==> src/rtl/rx_buffer_drain_ctrl.sv <==
`default_nettype none
// ============================================================================
// rx_buffer_drain_ctrl : drains the full rx buffer onto a valid/ready stream,
// then runs the tx_done flag handshake. Optional header beat: DRAIN_HDR_EN.
// Revision: 1.0
// ============================================================================
module rx_buffer_drain_ctrl #(
  parameter int NUM_WORDS = 7,
  parameter int DATA_W    = 32,
  parameter int CNT_W     = 16
) (
  input  logic              clk,
  input  logic              rst,
  input  logic              enable,
  input  logic              buff_full,
  output logic              buf_read_ena,
  output logic [2:0]        buf_read_addr,
  input  logic [DATA_W-1:0] buf_dout,
  output logic              flag_write_ena,
  output logic              flag_addres,
  output logic [31:0]       flag_data,
  output logic [DATA_W-1:0] m_tdata,
  output logic              m_tvalid,
  input  logic              m_tready,
  output logic              m_tlast,
  output logic              busy,
  output logic [CNT_W-1:0]  frame_cnt
);

  localparam logic [2:0] LAST_ADDR = 3'(NUM_WORDS - 1);

  typedef enum logic [3:0] {
    S_INIT     = 4'd0,
    S_IDLE     = 4'd1,
    S_HDR      = 4'd2,
    S_RD_REQ   = 4'd3,
    S_RD_WAIT  = 4'd4,
    S_PUSH     = 4'd5,
    S_FLAG_SET = 4'd6,
    S_WAIT_CLR = 4'd7,
    S_FLAG_CLR = 4'd8
  } state_t;

  state_t            state_q, state_d;
  logic [2:0]        addr_q, addr_d;
  logic [CNT_W-1:0]  frame_cnt_q, frame_cnt_d;
  logic [DATA_W-1:0] m_tdata_q, m_tdata_d;
  logic              m_tlast_q, m_tlast_d;
  logic              m_tvalid_q, m_tvalid_d;
  logic              rd_ena_q, rd_ena_d;
  logic              flag_we_q, flag_we_d;
  logic              flag_val_q, flag_val_d;
  logic              busy_q, busy_d;

`ifdef DRAIN_HDR_EN
  logic [31:0] hdr_raw;
  assign hdr_raw = {16'hA5C3, 16'(frame_cnt_q)};
`endif

  always_comb begin
    state_d     = state_q;
    addr_d      = addr_q;
    frame_cnt_d = frame_cnt_q;
    m_tdata_d   = m_tdata_q;
    m_tlast_d   = m_tlast_q;
    case (state_q)
      S_INIT: state_d = S_IDLE;
      S_IDLE: begin
        if (enable && buff_full) begin
          addr_d = '0;
`ifdef DRAIN_HDR_EN
          state_d   = S_HDR;
          m_tdata_d = DATA_W'(hdr_raw);
          m_tlast_d = 1'b0;
`else
          state_d   = S_RD_REQ;
`endif
        end
      end
`ifdef DRAIN_HDR_EN
      S_HDR: begin
        if (m_tvalid_q && m_tready) state_d = S_RD_REQ;
      end
`endif
      S_RD_REQ: state_d = S_RD_WAIT;
      S_RD_WAIT: begin
        // buf_dout is valid now, one cycle after the read strobe
        m_tdata_d = buf_dout;
        m_tlast_d = (addr_q == LAST_ADDR);
        state_d   = S_PUSH;
      end
      S_PUSH: begin
        if (m_tvalid_q && m_tready) begin
          m_tlast_d = 1'b0;
          if (addr_q == LAST_ADDR) begin
            state_d = S_FLAG_SET;
          end else begin
            addr_d  = addr_q + 3'd1;
            state_d = S_RD_REQ;
          end
        end
      end
      S_FLAG_SET: state_d = S_WAIT_CLR;
      S_WAIT_CLR: begin
        if (!buff_full) begin
          state_d     = S_FLAG_CLR;
          frame_cnt_d = frame_cnt_q + 1'b1;
        end
      end
      S_FLAG_CLR: state_d = S_IDLE;
      default:    state_d = S_IDLE;
    endcase

    // Outputs are registered from the next state so they line up with state_q.
    rd_ena_d   = (state_d == S_RD_REQ);
    flag_we_d  = (state_q == S_INIT) || (state_d == S_FLAG_SET) || (state_d == S_FLAG_CLR);
    flag_val_d = (state_d == S_FLAG_SET);
    m_tvalid_d = (state_d == S_PUSH) || (state_d == S_HDR);
    busy_d     = (state_d != S_IDLE);
  end

  always_ff @(posedge clk or posedge rst) begin
    if (rst) begin
      state_q     <= S_INIT;
      addr_q      <= '0;
      frame_cnt_q <= '0;
      m_tdata_q   <= '0;
      m_tlast_q   <= 1'b0;
      m_tvalid_q  <= 1'b0;
      rd_ena_q    <= 1'b0;
      flag_we_q   <= 1'b0;
      flag_val_q  <= 1'b0;
      busy_q      <= 1'b0;
    end else begin
      state_q     <= state_d;
      addr_q      <= addr_d;
      frame_cnt_q <= frame_cnt_d;
      m_tdata_q   <= m_tdata_d;
      m_tlast_q   <= m_tlast_d;
      m_tvalid_q  <= m_tvalid_d;
      rd_ena_q    <= rd_ena_d;
      flag_we_q   <= flag_we_d;
      flag_val_q  <= flag_val_d;
      busy_q      <= busy_d;
    end
  end

  assign buf_read_ena   = rd_ena_q;
  assign buf_read_addr  = addr_q;
  assign flag_write_ena = flag_we_q;
  assign flag_addres    = 1'b0;
  assign flag_data      = {31'd0, flag_val_q};
  assign m_tdata        = m_tdata_q;
  assign m_tvalid       = m_tvalid_q;
  assign m_tlast        = m_tlast_q;
  assign busy           = busy_q;
  assign frame_cnt      = frame_cnt_q;

endmodule
`default_nettype wire

==> config.mk <==
export PLATFORM = sky130hd
export DESIGN_NAME = rx_buffer_drain_ctrl
export DESIGN_NICKNAME = d
export VERILOG_FILES = /design/src/rtl/rx_buffer_drain_ctrl.sv
export SDC_FILE = /design/constraint.sdc
export NUM_CORES = 1
export LEC_CHECK = 0
export CAP_MARGIN = 20
export CORE_AREA = 8 8 94 96
export CTS_BUF_LIST = sky130_fd_sc_hd__clkbuf_16
export CTS_CLUSTER_SIZE = 40
export DETAILED_ROUTE_END_ITERATION = 16
export DIE_AREA = 0 0 102 104
export PLACE_DENSITY = 0.72
export SYNTH_ARGS = -nofsm -noshare
export SYNTH_HDL_FRONTEND = slang
export SYNTH_SLANG_ARGS = --single-unit
==> constraint.sdc <==
create_clock -name clk -period 3.95 [get_ports clk]
set_input_delay 0.5925 -clock clk [delete_from_list [all_inputs] [get_ports clk]]
set_output_delay 0.5925 -clock clk [all_outputs]
set_load 0.005 [all_outputs]
* Word-level counts from Yosys, hierarchy flattened
Cells that the tools add are included.
** Word-level totals
- Bits in registers :: 61
- Input bits :: 37
- Output and inout port bits :: 89
- Logic and storage cells :: 51
** Operators by class
- Add/subtract/negate cells :: 2
- Eq/ne operators :: 16
- Mux-type cells :: 11
- Bitwise operators :: 1
- Reductions and logical operators :: 11
** Operators with widths (count)
- $eq 4x3->1 const B :: 6
- $pmux 4 s6 :: 1
- $add 16x1->16 const B :: 1
- $eq 4x2->1 const B :: 3
- $mux 3 :: 4
- $mux 4 :: 3
- $ne 2x2->1 const B :: 3
- $pmux 3 s2 :: 1
- $eq 4x1->1 const B :: 1
- $eq 4x4->1 const B :: 1
- $logic_not 4->1 :: 1
- $ne 4x1->1 const B :: 1
- $reduce_and 2->1 :: 2
- $reduce_and 4->1 :: 1
- $reduce_bool 2->1 :: 2
- $add 3x1->3 const B :: 1
- $eq 3x3->1 const B :: 1
- $logic_or 1x1->1 :: 3
- $logic_and 1x1->1 :: 2
- $pmux 1 s2 :: 1
- $mux 1 :: 1
- $not 1->1 :: 1

* Depth between registers and ports, before layout
Gate-level depths: netlist of run 1.
- Depth in word-level cells :: 7
- Gate-level depth with buffers :: 6
- Mapped depth without buffers :: 6

* Worst setup path before layout of run 1
No wires, ideal clock.
- Kind :: input-to-reg
- Start :: input port buff_full
- End :: register busy_q, in the netlist busy
- Library setup time :: 131 ps
- Arrival time :: 1510 ps
- Data required time :: 3819 ps
- Setup slack :: 2308 ps
- Stages on the path :: 5
- Buffers on the path :: 1
- Cell sequence :: buf_4 and3_1 a211oi_1 o22ai_1 or3_1
** Between the ends
- Cells in the longest elaborated chain, start to end :: 4
- Elaborated cells on any way between the ends :: 5
- Classes of those cells :: eq/ne: 1; mux: 3; reduce/logical: 1
** RTL lines
- from (decl) :: RTL line 15 : input logic buff_full,
- $logic_and 1x1->1 :: RTL line 69 : if (enable && buff_full) begin
- $mux 4 :: RTL line 69
- $pmux 4 s6 * :: RTL line 66 : case (state_q)
- via state_d[1] :: RTL line 44 : state_t state_q, state_d;
- $ne 4x1->1 * :: RTL line 119 : busy_d = (state_d != S_IDLE);
- via busy_d :: RTL line 53 : logic busy_q, busy_d;
- to (signal assigned) :: RTL line 144 : busy_q <= busy_d;
- to (decl) :: RTL line 53
The timed path passes the listed nets; every way through them passes the cells marked *.
A chain may end at the register's enable or synchronous reset.

* Worst setup path in the final report of run 1
- Start :: input port buff_full
- End :: register addr_q[1], in the netlist buf_read_addr[1]
** Between the ends
- Cells in the longest elaborated chain, start to end :: 3
** RTL lines
- $logic_and 1x1->1 :: RTL line 69
- $ne 2x2->1 (no line)
- $reduce_and 4->1 (no line)
- to (signal assigned) :: RTL line 136 : addr_q <= addr_d;
- to (decl) :: RTL line 45 : logic [2:0] addr_q, addr_d;
Every way passes these cells.

==> results of run 1 <==
worst min-delay path by stage:
stage	to	start	slack [ns]	cells past startpoint
floorplan	frame_cnt[15]	frame_cnt[15]	0.47	1
global placement	m_tdata[23]	m_tdata[23]	0.47	1
detailed placement	m_tdata[31]	m_tdata[31]	0.47	1
CTS	m_tdata[31]	m_tdata[31]	0.49	1
global route	m_tdata[23]	m_tdata[23]	0.49	1
finish	m_tdata[2]	m_tdata[2]	0.48	1
critical path: stages:
cell,delay [ns]
clkdlybuf4s50_1,0.77
nand3b_1,0.15
a211oi_2,0.36
mux2_1,0.35
final cells by class:
cell class              instances  area share (%)
flip-flops and latches         61            37.0
clock buffers                   9            5.47
clock inverters                 7            2.76
well taps                     102            3.10
multi-input cells             148            27.8
inverters                       2           0.182
repair buffers                 96            23.6
power by group:
| part | internal, µW | leakage (µW) | switching [µW] |
|---|---|---|---|
| clock network | 612 | 0.000159 | 267 |
| logic | 580 | 0.000849 | 314 |
| registers | 849 | 0.000775 | 172 |
flip-flops by register name, indices dropped and copies added (netlist names):
signal	cells
frame_cnt	16
flag_val_q	1
m_tvalid	1
flag_write_ena	1
m_tlast	1
m_tdata	32
buf_read_ena	1
buf_read_addr	3
busy	1
state_q	4
logic make-up (layout without fill, tap and decap cells):
| kind of cell | after synthesis | count (layout) | synth area share, % |
|---|---|---|---|
| xor gates and xnor gates | 15 | 15 | 4.60 |
| AOI/OAI and AO/OA | 11 | 11 | 3.02 |
| DFF | 61 | 61 | 53.4 |
| muxes | 37 | 37 | 14.5 |
| buffers and inverters | 43 | 114 | 10.8 |
| adders and majority gates | 3 | 3 | 1.31 |
| and+or+nand+nor | 50 | 50 | 12.3 |
| other | 1 | 32 | 0.131 |
per-layer routing:
metal  vias to the layer above  GRT usage, %  wire length [µm]
met2                        84          19.6              3070
met5                         -             0                 0
met3                         9          3.35               576
met4                         0          4.41                72
met1                       900          14.5              2620
li1                        903             -                 -
placed cells by master (no fill, tap or decap), types with 2 or more instances in the layout:
cell              n
nand2b_1          4
mux2i_1           2
a31oi_1           3
and2_1            2
nor2_1            4
and4_1            3
buf_4             2
conb_1           32
clkbuf_16         9
ha_1              3
nand3_1           4
dfrtp_1          61
clkinvlp_4        2
clkdlybuf4s50_1  93
bufinv_16         3
nand4_1           7
nand2_1          11
xor2_1            3
xnor2_1          12
mux2_1           34
through the flow:
step | setup WS, ns | util (%)
CTS | 1.89 | 55.0
global route | 1.82 | 55.3
floorplan | 1.84 | -
finish | 1.91 | 55.3
detailed placement | 1.56 | 50.4
global placement | 1.61 | 50.4
==> impl_metrics.yaml, run 1 <==
status:
  status: "completed"
timing:
  hold_viol_final: 0
  whs_ns: 0.479
  period_share_pct: 51.6
  slew_headroom_pct: 63.9
  rsz0062_at_grt: "false"
  setup_violations: 0
  fin_crit_ns: 2.04
  fmax_mhz: 491
  finClkSkew_ns: 0.00508
  worst_pin_slew_ns: 0.541
  slew_violations: 0
  finalSetupTns_ns: 0
synthesis:
  synth_top_area_share_pct: 53.4
  yosys_warnings: 0
  ys_seq_area_share_pct: 53.4
  ys_top_cells_by_count: "61 x dfrtp_1, 38 x buf_4, 34 x mux2_1, 12 x xnor2_1, 11 x nand2_1"
  syn-cell-area_um2: 2860
  ys_types: 42
  synthTopCellsByArea: "dfrtp_1 53%, mux2_1 13%, buf_4 10%"
  yosysMostFrequentCell: "dfrtp_1"
  synth-async-reset-ratio_pct: 100
  synth-edff-count: 0
  syn-instance-count: 221
  ys_ff_latch: 61
  synth_area_leader_cell: "dfrtp_1"
  avgSynthCellArea_um2: 12.9
  synth_top_flop_cell: "dfrtp_1"
floorplan:
  core.rowCount: 32
  start_util_pct: 38.4
  die_h_um: 104
  io_pins: 126
  core_um2: 7450
  dieArea_um2: 10600
  die_w_um: 102
cts:
  cts_tree: "done"
  cts_setup_buffers: 0
  clock_path_buffers: 2
  htreeDepth: 3
  insertion_delay_ns: 0.32
  clock-sinks: 61
  cts.clk_slew.worst_paths_ns: 0.05
  cts_buffers: 9
  cts_root_buffer: "clkbuf_16"
  cts_resized: 0
  holdBufCountCts: 0
final_layout:
  register_area_um2: 1530
  drive_gt1_share_pct: 8.05
  multiInputGateArea_um2: 1150
  fin_nets: 358
  diodes: 0
  final_area_um2: 4120
  n_fill_cell: 654
  synthToLayoutAreaGrowth_pct: 44.2
  stdcell_count: 425
placed_design:
  hpwl_um: 4810
  postPlaceCellArea_um2: 3750
  place_inst: 408
  io_buffers: 93
  gp_routability_congestion: 0.790
grt:
  grt_max_degree: 48
  antenna_found_initial: 0
  grt_pass1_vias: 1970
  track_usage_pct: 12.0
  grt_pass1_wl_um: 10200
  grt-ovfl-total: 0
drt:
  vias: 1896
  wl_per_cell_um: 14.9
  route.detailed.drc: 0
  antenna_left: 0
  firstDrtPassIters: 4
  routed_wl_um: 6340
  viasPerCell: 4.46
  drtIter0Drc: 29
worst_setup_path:
  r2r-start: "state_q[2]"
  critPathKind: "primary input to flip-flop"
  reg2regPathDepth: 4
  rrSetupSlack_ns: 2.05
  critPathLaunch: "buff_full"
  arrival_ns: 2.24
  crit_required_ns: 4.15
  worstSetupStartpointType: "primary input"
  critPathCaptureType: "flip-flop"
  cp_max_fo: 9
  worstSetupEndpoint: "buf_read_addr[1]"
  r2r-end: "m_tdata[12]"
pwr:
  p_leak_uw: 0.00178
  ir_worst_vdd_v: 0.000304
  power.total_uw: 2790
  p_per_area_nw_per_um2: 678
worst_hold_path:
  hold_path_class: "flip-flop to flip-flop"
job:
  maxCapViolations: 0
Note: power is estimated with default switching activity, not from simulation.
==> run 2: changes to the inputs <==
--- a/config.mk
+++ b/config.mk
@@ -6,11 +6,11 @@
 export NUM_CORES = 1
 export LEC_CHECK = 0
 export CAP_MARGIN = 20
-export CORE_AREA = 8 8 94 96
+export CORE_AREA = 8 8 96 98
 export CTS_BUF_LIST = sky130_fd_sc_hd__clkbuf_16
 export CTS_CLUSTER_SIZE = 40
 export DETAILED_ROUTE_END_ITERATION = 16
-export DIE_AREA = 0 0 102 104
+export DIE_AREA = 0 0 104 106
 export PLACE_DENSITY = 0.72
 export SYNTH_ARGS = -nofsm -noshare
 export SYNTH_HDL_FRONTEND = slang
==> constraint.sdc (replaced) <==
create_clock -name clk -period 1.8 [get_ports clk]
set_input_delay 0.27 -clock clk [delete_from_list [all_inputs] [get_ports clk]]
set_output_delay 0.27 -clock clk [all_outputs]
set_load 0.005 [all_outputs]
==> impl_metrics.yaml, run 2 (synthesis results as in run 1) <==
placed_design:
  io_buffers: 93
  hpwl_um: 4880
  gp_routability_congestion: 0.792
  place_inst: 419
  postPlaceCellArea_um2: 3840
drt:
  wl_per_cell_um: 14.7
  route.detailed.drc: 0
  vias: 1962
  firstDrtPassIters: 5
  routed_wl_um: 6410
  viasPerCell: 4.51
  drtIter0Drc: 46
  antenna_left: 0
status:
  status: "completed"
pwr:
  p_leak_uw: 0.00181
  seq_power_share_pct: 36.7
  p_comb_share_pct: 34.3
  ir_worst_vdd_v: 0.000617
  swShare_pct: 27.2
  p_int_uw: 4390
  clkPwrFrac_pct: 29.0
  p_per_area_nw_per_um2: 1450
  switching_power_uw: 1640
final_layout:
  stdcell_count: 435
  post-route-util_pct: 52.9
  register_area_um2: 1530
  final_area_um2: 4150
  fin_nets: 365
  drive_gt1_share_pct: 9.09
  n_fill_cell: 669
  largest_reg_flops: 32
  final_common_cell: "clkdlybuf4s50_1"
  multiInputGateArea_um2: 1150
  synthToLayoutAreaGrowth_pct: 45.1
  diodes: 0
  final_cell_mix: "93 x clkdlybuf4s50_1, 61 x dfrtp_1, 34 x mux2_1"
worst_setup_path:
  crit_required_ns: 2.00
  slowest_stage: "dfrtp_1"
  critPathKind: "flip-flop to flip-flop"
  critPathLaunch: "buf_read_addr[0]"
  r2r-end: "buf_read_addr[1]"
  reg2regPathDepth: 6
  cp_max_fo: 4
  slowest_delay_ns: 0.40
  arrival_ns: 1.83
  r2r-start: "buf_read_addr[0]"
  worstSetupStartpointType: "flip-flop"
  critPathCaptureType: "flip-flop"
  crit_chain: "inv_1, ha_1, nand2_1, nand4_1, a211oi_2, mux2_1"
  rrSetupSlack_ns: 0.17
cts:
  insertion_delay_ns: 0.32
  clock-sinks: 61
  cts_resized: 0
  cts.clk_slew.worst_paths_ns: 0.05
  clock_path_buffers: 2
  cts_root_buffer: "clkbuf_16"
  cts_buffers: 9
  cts_tree: "done"
  holdBufCountCts: 0
  htreeDepth: 3
  cts_setup_buffers: 0
timing:
  setup_violations: 0
  rsz0062_at_grt: "false"
  period_share_pct: 90.7
  fin_crit_ns: 1.63
  hold_viol_final: 0
  finClkSkew_ns: 0.00517
  slew_violations: 0
  fmax_mhz: 613
  whs_ns: 0.340
floorplan:
  die_h_um: 106
  core_um2: 7850
  dieArea_um2: 11000
  die_w_um: 104
  core.rowCount: 33
  io_pins: 126
  start_util_pct: 36.4
grt:
  grt_pass1_wl_um: 10800
  grt_pass1_vias: 2134
  antenna_found_initial: 0
  grt_max_degree: 62
  track_usage_pct: 12.1
  grt-ovfl-total: 0
worst_hold_path:
  hold_path_class: "primary input to asynchronous set/reset pin"
job:
  maxCapViolations: 0
==> run 2: changes by cell type in the layout (fill, tap and decap cells not counted) <==
| cell | change |
|---|---|
| buf_4 | +6 |
| clkinv_1 | +3 |
| buf_12 | +2 |
| clkinvlp_4 | -2 |
| buf_16 | -1 |
| bufinv_16 | -1 |
==> run 2: power groups by stage <==
| stage | registers [µW] | logic [µW] | clock network, µW |
|---|---|---|---|
| floorplan | 2190 | 902 | 0 |
| global placement | 2210 | 2070 | 0 |
| detailed placement | 2230 | 2110 | 0 |
| CTS | 2220 | 2120 | 1800 |
| global route | 2300 | 2260 | 1850 |
| finish | 2210 | 2070 | 1750 |
==> run 2: final cells by class <==
type / instances / area share, %
Sequential cell: 61 / 36.8
Multi-Input combinational cell: 148 / 27.6
Timing Repair Buffer: 103 / 24.9
Clock inverter: 7 / 1.93
Tap cell: 105 / 3.17
Inverter: 2 / 0.181
Clock buffer: 9 / 5.43
==> run 2: metrics by stage <==
| stage | total power [µW] | setup TNS (ns) | setup slack [ns] |
|---|---|---|---|
| floorplan | 3090 | 0 | 0.0170 |
| CTS | 6130 | 0 | 0.157 |
| detailed placement | 4340 | -0.00517 | -0.00489 |
| global route | 6410 | 0 | 0.0332 |
| finish | 6030 | 0 | 0.168 |
| global placement | 4280 | 0 | 0.0197 |
==> run 2: how the worst max path moves through the flow <==
| stage | to | cells after the start |
|---|---|---|
| final | buf_read_addr[1] | 6 |
| after detailed placement | frame_cnt[8] | 5 |
| after global routing | m_tdata[14] | 4 |
| after global placement | frame_cnt[15] | 5 |
| after floorplan | buf_read_addr[0] | 1 |
| after CTS | m_tdata[14] | 4 |
==> run 2: routing by layer <==
metal | share of wire (%) | routed length [µm] | vias to the layer above | global-route usage, %
li1 | - | - | 918 | -
met1 | 40 | 2570 | 949 | 12.9
met2 | 51 | 3250 | 82 | 20.7
met3 | 7.2 | 464 | 13 | 4.66
met4 | 2.0 | 127 | 0 | 5.79
met5 | 0 | 0 | - | 0
==> run 2: critical path, delay by kind of cell, from the launching register on <==
family | cells | cell delay [ns]
and+or+nand+nor | 2 | 0.24
DFF | 1 | 0.40
buffers and inverters | 1 | 0.07
AOI/OAI and AO/OA | 1 | 0.24
muxes | 1 | 0.34
adders and majority gates | 1 | 0.23
==> run 3: changes to the inputs <==
--- a/config.mk
+++ b/config.mk
@@ -12,6 +12,7 @@
 export DETAILED_ROUTE_END_ITERATION = 16
 export DIE_AREA = 0 0 104 106
 export PLACE_DENSITY = 0.72
+export SKIP_CTS_REPAIR_TIMING = 1
 export SYNTH_ARGS = -nofsm -noshare
 export SYNTH_HDL_FRONTEND = slang
 export SYNTH_SLANG_ARGS = --single-unit
==> results of run 3 <==
Final layout, timing and power as in run 2 (identical DEF).
